## src/rtl/hfrv_uart_pkg.sv

```systemverilog
// Shared types and constants for the hf-riscv UART receive path.
// Holds the receiver state encoding and the bit-timing preload helper.
package hfrv_uart_pkg;

    typedef enum logic [1:0] {
        IDLE  = 2'd0,
        START = 2'd1,
        DATA  = 2'd2,
        STOP  = 2'd3
    } rx_state_t;

    localparam int UART_DATA_BITS  = 8;
    localparam int DEFAULT_CLK_DIV = 434;
    localparam int BIT_CNT_W       = 16;

    // Counter preload that lands the first sample in the middle of the start bit.
    function automatic logic [BIT_CNT_W-1:0] half_bit_preload(input int clk_div);
        half_bit_preload = BIT_CNT_W'(clk_div / 2 - 1);
    endfunction

endpackage

```

## src/rtl/hfrv_sync_fifo.sv

```systemverilog
// Synchronous first-word-fall-through FIFO; the head entry is always visible on head.
// A pop frees its slot before a same-cycle push is judged, so push+pop when full is accepted.
module hfrv_sync_fifo #(
    parameter int WIDTH = 8,
    parameter int DEPTH = 16
) (
    input  logic                     clk,
    input  logic                     reset,
    input  logic                     push,
    input  logic [WIDTH-1:0]         push_data,
    input  logic                     pop,
    output logic [WIDTH-1:0]         head,
    output logic                     full,
    output logic                     empty,
    output logic [$clog2(DEPTH):0]   count
);

    localparam int AW    = $clog2(DEPTH);
    localparam int CNT_W = AW + 1;

    logic [WIDTH-1:0] mem_r [DEPTH];
    logic [AW-1:0]    wr_ptr_r;
    logic [AW-1:0]    rd_ptr_r;
    logic [CNT_W-1:0] cnt_r;
    logic             push_ok_s;
    logic             pop_ok_s;

    // Qualify push/pop against the current occupancy.
    always_comb begin
        pop_ok_s  = 1'b0;
        push_ok_s = 1'b0;
        if (pop && (cnt_r != CNT_W'(0))) begin
            pop_ok_s = 1'b1;
        end else begin
            pop_ok_s = 1'b0;
        end
        if (push && ((cnt_r != CNT_W'(DEPTH)) || pop_ok_s)) begin
            push_ok_s = 1'b1;
        end else begin
            push_ok_s = 1'b0;
        end
    end

    // Storage, pointers and occupancy count.
    always_ff @(posedge clk) begin
        if (reset) begin
            wr_ptr_r <= AW'(0);
            rd_ptr_r <= AW'(0);
            cnt_r    <= CNT_W'(0);
            for (int i = 0; i < DEPTH; i++) begin
                mem_r[i] <= WIDTH'(0);
            end
        end else begin
            if (push_ok_s) begin
                mem_r[wr_ptr_r] <= push_data;
                wr_ptr_r        <= wr_ptr_r + AW'(1);
            end
            if (pop_ok_s) begin
                rd_ptr_r <= rd_ptr_r + AW'(1);
            end
            case ({push_ok_s, pop_ok_s})
                2'b10:   cnt_r <= cnt_r + CNT_W'(1);
                2'b01:   cnt_r <= cnt_r - CNT_W'(1);
                default: cnt_r <= cnt_r;
            endcase
        end
    end

    assign head  = mem_r[rd_ptr_r];
    assign full  = (cnt_r == CNT_W'(DEPTH));
    assign empty = (cnt_r == CNT_W'(0));
    assign count = cnt_r;

endmodule

```

## src/rtl/hfrv_uart_rx.sv

```systemverilog
// 8N1 UART receiver: synchronizer, mid-bit sampling FSM and byte shifter feeding a FWFT FIFO.
// Overrun and framing errors are sticky until clr_err; a same-cycle set beats the clear.
module hfrv_uart_rx
    import hfrv_uart_pkg::*;
#(
    parameter int CLK_DIV    = DEFAULT_CLK_DIV,
    parameter int FIFO_DEPTH = 16
) (
    input  logic                          clk,
    input  logic                          reset,
    input  logic                          rxd,
    input  logic                          rd_en,
    output logic [7:0]                    rd_data,
    output logic                          rx_valid,
    output logic [$clog2(FIFO_DEPTH):0]   rx_count,
    output logic                          overrun,
    output logic                          frame_err,
    input  logic                          clr_err
);

    localparam logic [BIT_CNT_W-1:0] FULL_RELOAD = BIT_CNT_W'(CLK_DIV - 1);
    localparam logic [BIT_CNT_W-1:0] HALF_RELOAD = half_bit_preload(CLK_DIV);
    localparam logic [2:0]           LAST_BIT    = 3'(UART_DATA_BITS - 1);

    logic                      sync1_r;
    logic                      rxs_r;
    logic                      rxs_prev_r;
    rx_state_t                 state_r;
    logic [BIT_CNT_W-1:0]      bit_cnt_r;
    logic [2:0]                bit_idx_r;
    logic [UART_DATA_BITS-1:0] shreg_r;
    logic                      stop_sample_s;
    logic                      push_s;
    logic                      frame_set_s;
    logic                      overrun_set_s;
    logic                      fifo_full_s;
    logic                      fifo_empty_s;

    // Two-flop synchronizer plus one delayed copy for falling-edge detection; idle level is 1.
    always_ff @(posedge clk) begin
        if (reset) begin
            sync1_r    <= 1'b1;
            rxs_r      <= 1'b1;
            rxs_prev_r <= 1'b1;
        end else begin
            sync1_r    <= rxd;
            rxs_r      <= sync1_r;
            rxs_prev_r <= rxs_r;
        end
    end

    // Stop-bit outcome and error-flag set conditions.
    always_comb begin
        stop_sample_s = 1'b0;
        push_s        = 1'b0;
        frame_set_s   = 1'b0;
        overrun_set_s = 1'b0;
        if ((state_r == STOP) && (bit_cnt_r == BIT_CNT_W'(0))) begin
            stop_sample_s = 1'b1;
        end else begin
            stop_sample_s = 1'b0;
        end
        push_s        = stop_sample_s & rxs_r;
        frame_set_s   = stop_sample_s & ~rxs_r;
        overrun_set_s = push_s & fifo_full_s & ~rd_en;
    end

    // Receive FSM: bit timing, sampling and shifting, LSB first.
    always_ff @(posedge clk) begin
        if (reset) begin
            state_r   <= IDLE;
            bit_cnt_r <= BIT_CNT_W'(0);
            bit_idx_r <= 3'd0;
            shreg_r   <= UART_DATA_BITS'(0);
        end else begin
            case (state_r)
                IDLE: begin
                    if (rxs_prev_r && !rxs_r) begin
                        state_r   <= START;
                        bit_cnt_r <= HALF_RELOAD;
                    end
                end
                START: begin
                    if (bit_cnt_r != BIT_CNT_W'(0)) begin
                        bit_cnt_r <= bit_cnt_r - BIT_CNT_W'(1);
                    end else if (!rxs_r) begin
                        state_r   <= DATA;
                        bit_cnt_r <= FULL_RELOAD;
                        bit_idx_r <= 3'd0;
                    end else begin
                        state_r <= IDLE;
                    end
                end
                DATA: begin
                    if (bit_cnt_r != BIT_CNT_W'(0)) begin
                        bit_cnt_r <= bit_cnt_r - BIT_CNT_W'(1);
                    end else begin
                        shreg_r   <= {rxs_r, shreg_r[UART_DATA_BITS-1:1]};
                        bit_cnt_r <= FULL_RELOAD;
                        if (bit_idx_r == LAST_BIT) begin
                            state_r <= STOP;
                        end else begin
                            bit_idx_r <= bit_idx_r + 3'd1;
                        end
                    end
                end
                STOP: begin
                    if (bit_cnt_r != BIT_CNT_W'(0)) begin
                        bit_cnt_r <= bit_cnt_r - BIT_CNT_W'(1);
                    end else begin
                        state_r <= IDLE;
                    end
                end
                default: begin
                    state_r <= IDLE;
                end
            endcase
        end
    end

    // Sticky error flags.
    always_ff @(posedge clk) begin
        if (reset) begin
            frame_err <= 1'b0;
            overrun   <= 1'b0;
        end else begin
            if (frame_set_s) begin
                frame_err <= 1'b1;
            end else if (clr_err) begin
                frame_err <= 1'b0;
            end
            if (overrun_set_s) begin
                overrun <= 1'b1;
            end else if (clr_err) begin
                overrun <= 1'b0;
            end
        end
    end

    hfrv_sync_fifo #(
        .WIDTH (UART_DATA_BITS),
        .DEPTH (FIFO_DEPTH)
    ) u_fifo (
        .clk       (clk),
        .reset     (reset),
        .push      (push_s),
        .push_data (shreg_r),
        .pop       (rd_en),
        .head      (rd_data),
        .full      (fifo_full_s),
        .empty     (fifo_empty_s),
        .count     (rx_count)
    );

    assign rx_valid = ~fifo_empty_s;

endmodule

```

## config.mk

```make
export PLATFORM = sky130hd
export DESIGN_NAME = hfrv_uart_rx
export DESIGN_NICKNAME = d
export VERILOG_FILES = /design/src/rtl/hfrv_uart_pkg.sv /design/src/rtl/hfrv_sync_fifo.sv /design/src/rtl/hfrv_uart_rx.sv
export SDC_FILE = /design/constraint.sdc
export NUM_CORES = 1
export LEC_CHECK = 0
export BUFFER_PORTS_ARGS = -buffer_cell sky130_fd_sc_hd__buf_2
export CAP_MARGIN = 20
export CORE_ASPECT_RATIO = 1.2
export CORE_MARGIN = 2
export CORE_UTILIZATION = 60
export CTS_CLUSTER_SIZE = 14
export DETAILED_ROUTE_END_ITERATION = 8
export PLACE_DENSITY_LB_ADDON = 0.25
export SYNTH_ARGS = -nofsm -noshare
export SYNTH_HDL_FRONTEND = slang
export SYNTH_SLANG_ARGS = --single-unit
export TNS_END_PERCENT = 10
```

## constraint.sdc

```tcl
create_clock -name clk -period 4.95 [get_ports clk]
set_input_delay 0.99 -clock clk [delete_from_list [all_inputs] [get_ports clk]]
set_output_delay 0.99 -clock clk [all_outputs]
set_load 0.03 [all_outputs]
```

==> metrics.md <==
| Metric | Value |
|---|---|
| Fin crit share | 77.8% |
| Chip Height | 134 um |
| PD cells | 385 nW/um^2 |
| Via Count | 5116 |
| FP Rows | 47 |
| Core Region | 13800 sq um |
| # DRC | 0 |
| Fraction of layout instances using a drive strength above 1 | 21.5% |
| First-pass GRT wire length | 27700 um |
| Commonest non-fill, non-tap cell in the layout | and2_1 |
| IO Port Bufs | 20 |
| Mapped cell area | 8510 sq um |
| Tmin final | 3850 ps |
| HP Class | reg -> reg |
| Starting utilization of the core area | 61.6% |
| Clock tree buffer depth | 2 |
| Hold violation total from the final report | 0 |
| Inst Count DP | 812 |
| ANT cells | 0 |
| Clk root buf | clkbuf_16 |
| Yosys warnings | 0 |
| VDD IR-drop max | 306 uV |
| Sequential area share after synthesis | 57.2% |
| Drt total wl | 17400 um |
| Met3 GRT Util | 6.01% |
| Synth async-reset ratio | 0% |
| DRT Pass-1 Iters | 4 |
| GRT met1 Usage | 29.8% |
| GR peak layer | met2 |
| CTS Sinks | 179 |
| H-tree Lvls | 4 |
| Post-synthesis cell type count | 53 |
| Cts hold-fix bufs | 0 |
| Final setup vio count | 0 |
| Slew @ Worst Pin | 902 ps |
| Routability Congestion | 0.846 |
| Leak pwr | 3.30 nW |
| Max FO, Critical Path | 18 |
| Fillers | 983 |
| Setup CP Type | reg -> out |
| Final ANT Viol Nets | 0 |
| Top FF cell, synth | edfxtp_1 |
| Worst Setup End Kind | output pin |
| #FFs+latches synth | 179 |
| DR iter-0 viols | 259 |
| Post-Syn Area per Cell | 13.1 sq um |
| CP startpoint kind | flop |
| Final TNS setup | 0 ps |
| Initial antenna violation count | 0 |
| Non-Filler Instances | 844 |
| Arr. time, crit path | 2860 ps |
| Avg WL per Cell | 20.7 um |
| Met2 Use GR | 42.7% |
| DR vias/cell | 6.06 |
| Most frequent cells in the layout | 132 x and2_1, 128 x edfxtp_1, 49 x dfxtp_1 |
| Worst EP required | 3960 ps |
| Post-synth EDFFs | 128 |
| Max-cap violations | 0 |
| Pins Over Slew Limit | 0 |
| Total gr overflow | 0 |
| DIE WIDTH | 113 um |
| Final #Nets | 683 |
| Max-slew headroom | 39.4% |
| Syn-to-layout area delta | 9.56% |
| Post-CTS setup buffer count | 0 |
| Syn nets | 673 |
| Total CTS buffers | 17 |
| Vias in the first global route | 5147 |
| Status | complete, no violations |
| Total track usage | 24.6% |
| RSZ-0062 raised after global routing | false |
| Largest net degree at the start of global routing | 54 |
| Dpl hpwl | 11800 um |
| Max Clk Rate | 0.260 GHz |
| Post-Syn Instances | 650 |
| Reg clk slew, reported paths | 60 ps |
| Cts repair resizes | 0 |
| CTS tree | yes |
| Max Clock Skew | 9.21 ps |
| DIE AREA | 15200 sq um |
| Top Ports | 21 |
| Clock Latency Late Sink | 440 ps |
## kinds of logic (layout without fill, tap and decap cells)
group | after synthesis | in the layout | synth area share [%]
adder cells (fa/ha/maj) | 18 | 18 | 2.74
multiplexers | 47 | 47 | 11.4
AO/OA/AOI/OAI | 74 | 74 | 5.88
XOR/XNOR | 15 | 15 | 1.54
flip-flops | 179 | 179 | 57.2
AND/OR/NAND/NOR | 269 | 269 | 19.0
buffers and inverters | 48 | 71 | 2.19
## final cells by class
class	instances	area, sq um	area share, %
Sequential cell	179	4870	52.2
Multi-Input combinational cell	423	3460	37.1
Clock buffer	17	425	4.56
Tap cell	171	214	2.30
Clock inverter	15	164	1.76
Timing Repair Buffer	26	145	1.56
Inverter	13	48.8	0.524
## sequential cells by signal, summed over array words and instances, names as in the netlist, named ones only
| signal | flops |
|---|---|
| sync1_r | 1 |
| u_fifo.mem_r | 128 |
| overrun | 1 |
| u_fifo.wr_ptr_r | 4 |
| u_fifo.rd_ptr_r | 4 |
| rxs_r | 1 |
| shreg_r | 8 |
| rxs_prev_r | 1 |
| bit_idx_r | 3 |
| frame_err | 1 |
| state_r | 1 |
| u_fifo.count | 5 |
| bit_cnt_r | 16 |
## critical path, stage by stage (launching register included)
cell and delay, ps:
dfxtp_2 680, buf_4 460, mux4_2 620, mux4_2 470, buf_2 190
## metrics by stage
stage,setup WS (ps),utilization (%),power (mW),instance area [sq um],hold WS [ps]
4_1_cts,1020,67.4,3.59,9320,437
2_1_floorplan,1650,-,2.15,8510,389
6_report,1100,67.4,3.59,9320,432
3_5_place_dp,1260,63.2,2.27,8730,421
5_1_grt,927,67.4,3.72,9320,451
3_3_place_gp,1350,63.2,2.24,8730,418
## report_power, final
group	total [mW]	switching [mW]	internal [mW]
clock	1.35	0.559	0.787
combinational	0.511	0.325	0.186
sequential	1.73	0.0494	1.68
total	3.59	0.934	2.66
## synth_stat cells, types with 5 or more instances
library cell | number | area share (%)
and2_1 | 132 | 9.7
edfxtp_1 | 128 | 45
dfxtp_1 | 51 | 12
mux4_2 | 40 | 11
nand2_1 | 40 | 1.8
a21oi_1 | 26 | 1.5
clkbuf_1 | 24 | 1.1
nor2_1 | 24 | 1.1
or2_2 | 23 | 1.7
ha_1 | 17 | 2.5
inv_1 | 13 | 0.57
nor3_2 | 10 | 1.2
xor2_1 | 9 | 0.93
nand2b_1 | 7 | 0.51
o21ai_0 | 7 | 0.41
buf_1 | 6 | 0.26
mux2i_1 | 6 | 0.71
nor4_2 | 6 | 0.88
o2111ai_1 | 6 | 0.62
or3_1 | 6 | 0.44
xnor2_1 | 6 | 0.62
buf_2 | 5 | 0.29
## worst paths after layout
path	cells after the start	start	slack (ps)	to
max reg2reg	10	bit_cnt_r[2]$_SDFFE_PP0P_	1200	u_fifo.count[4]$_SDFFE_PP0P_
min reg2reg	1	sync1_r$_SDFF_PP1_	430	rxs_r$_SDFF_PP1_
min	1	sync1_r$_SDFF_PP1_	430	rxs_r$_SDFF_PP1_
max	4	flop	1100	rd_data[1]
## per-layer routing
metal | up-vias | share of wire (%)
met3 | 35 | 4.6
li1 | 2399 | -
met5 | - | 0
met1 | 2539 | 40
met4 | 0 | 2.7
met2 | 143 | 53
Power figures use the tool's default switching activity.
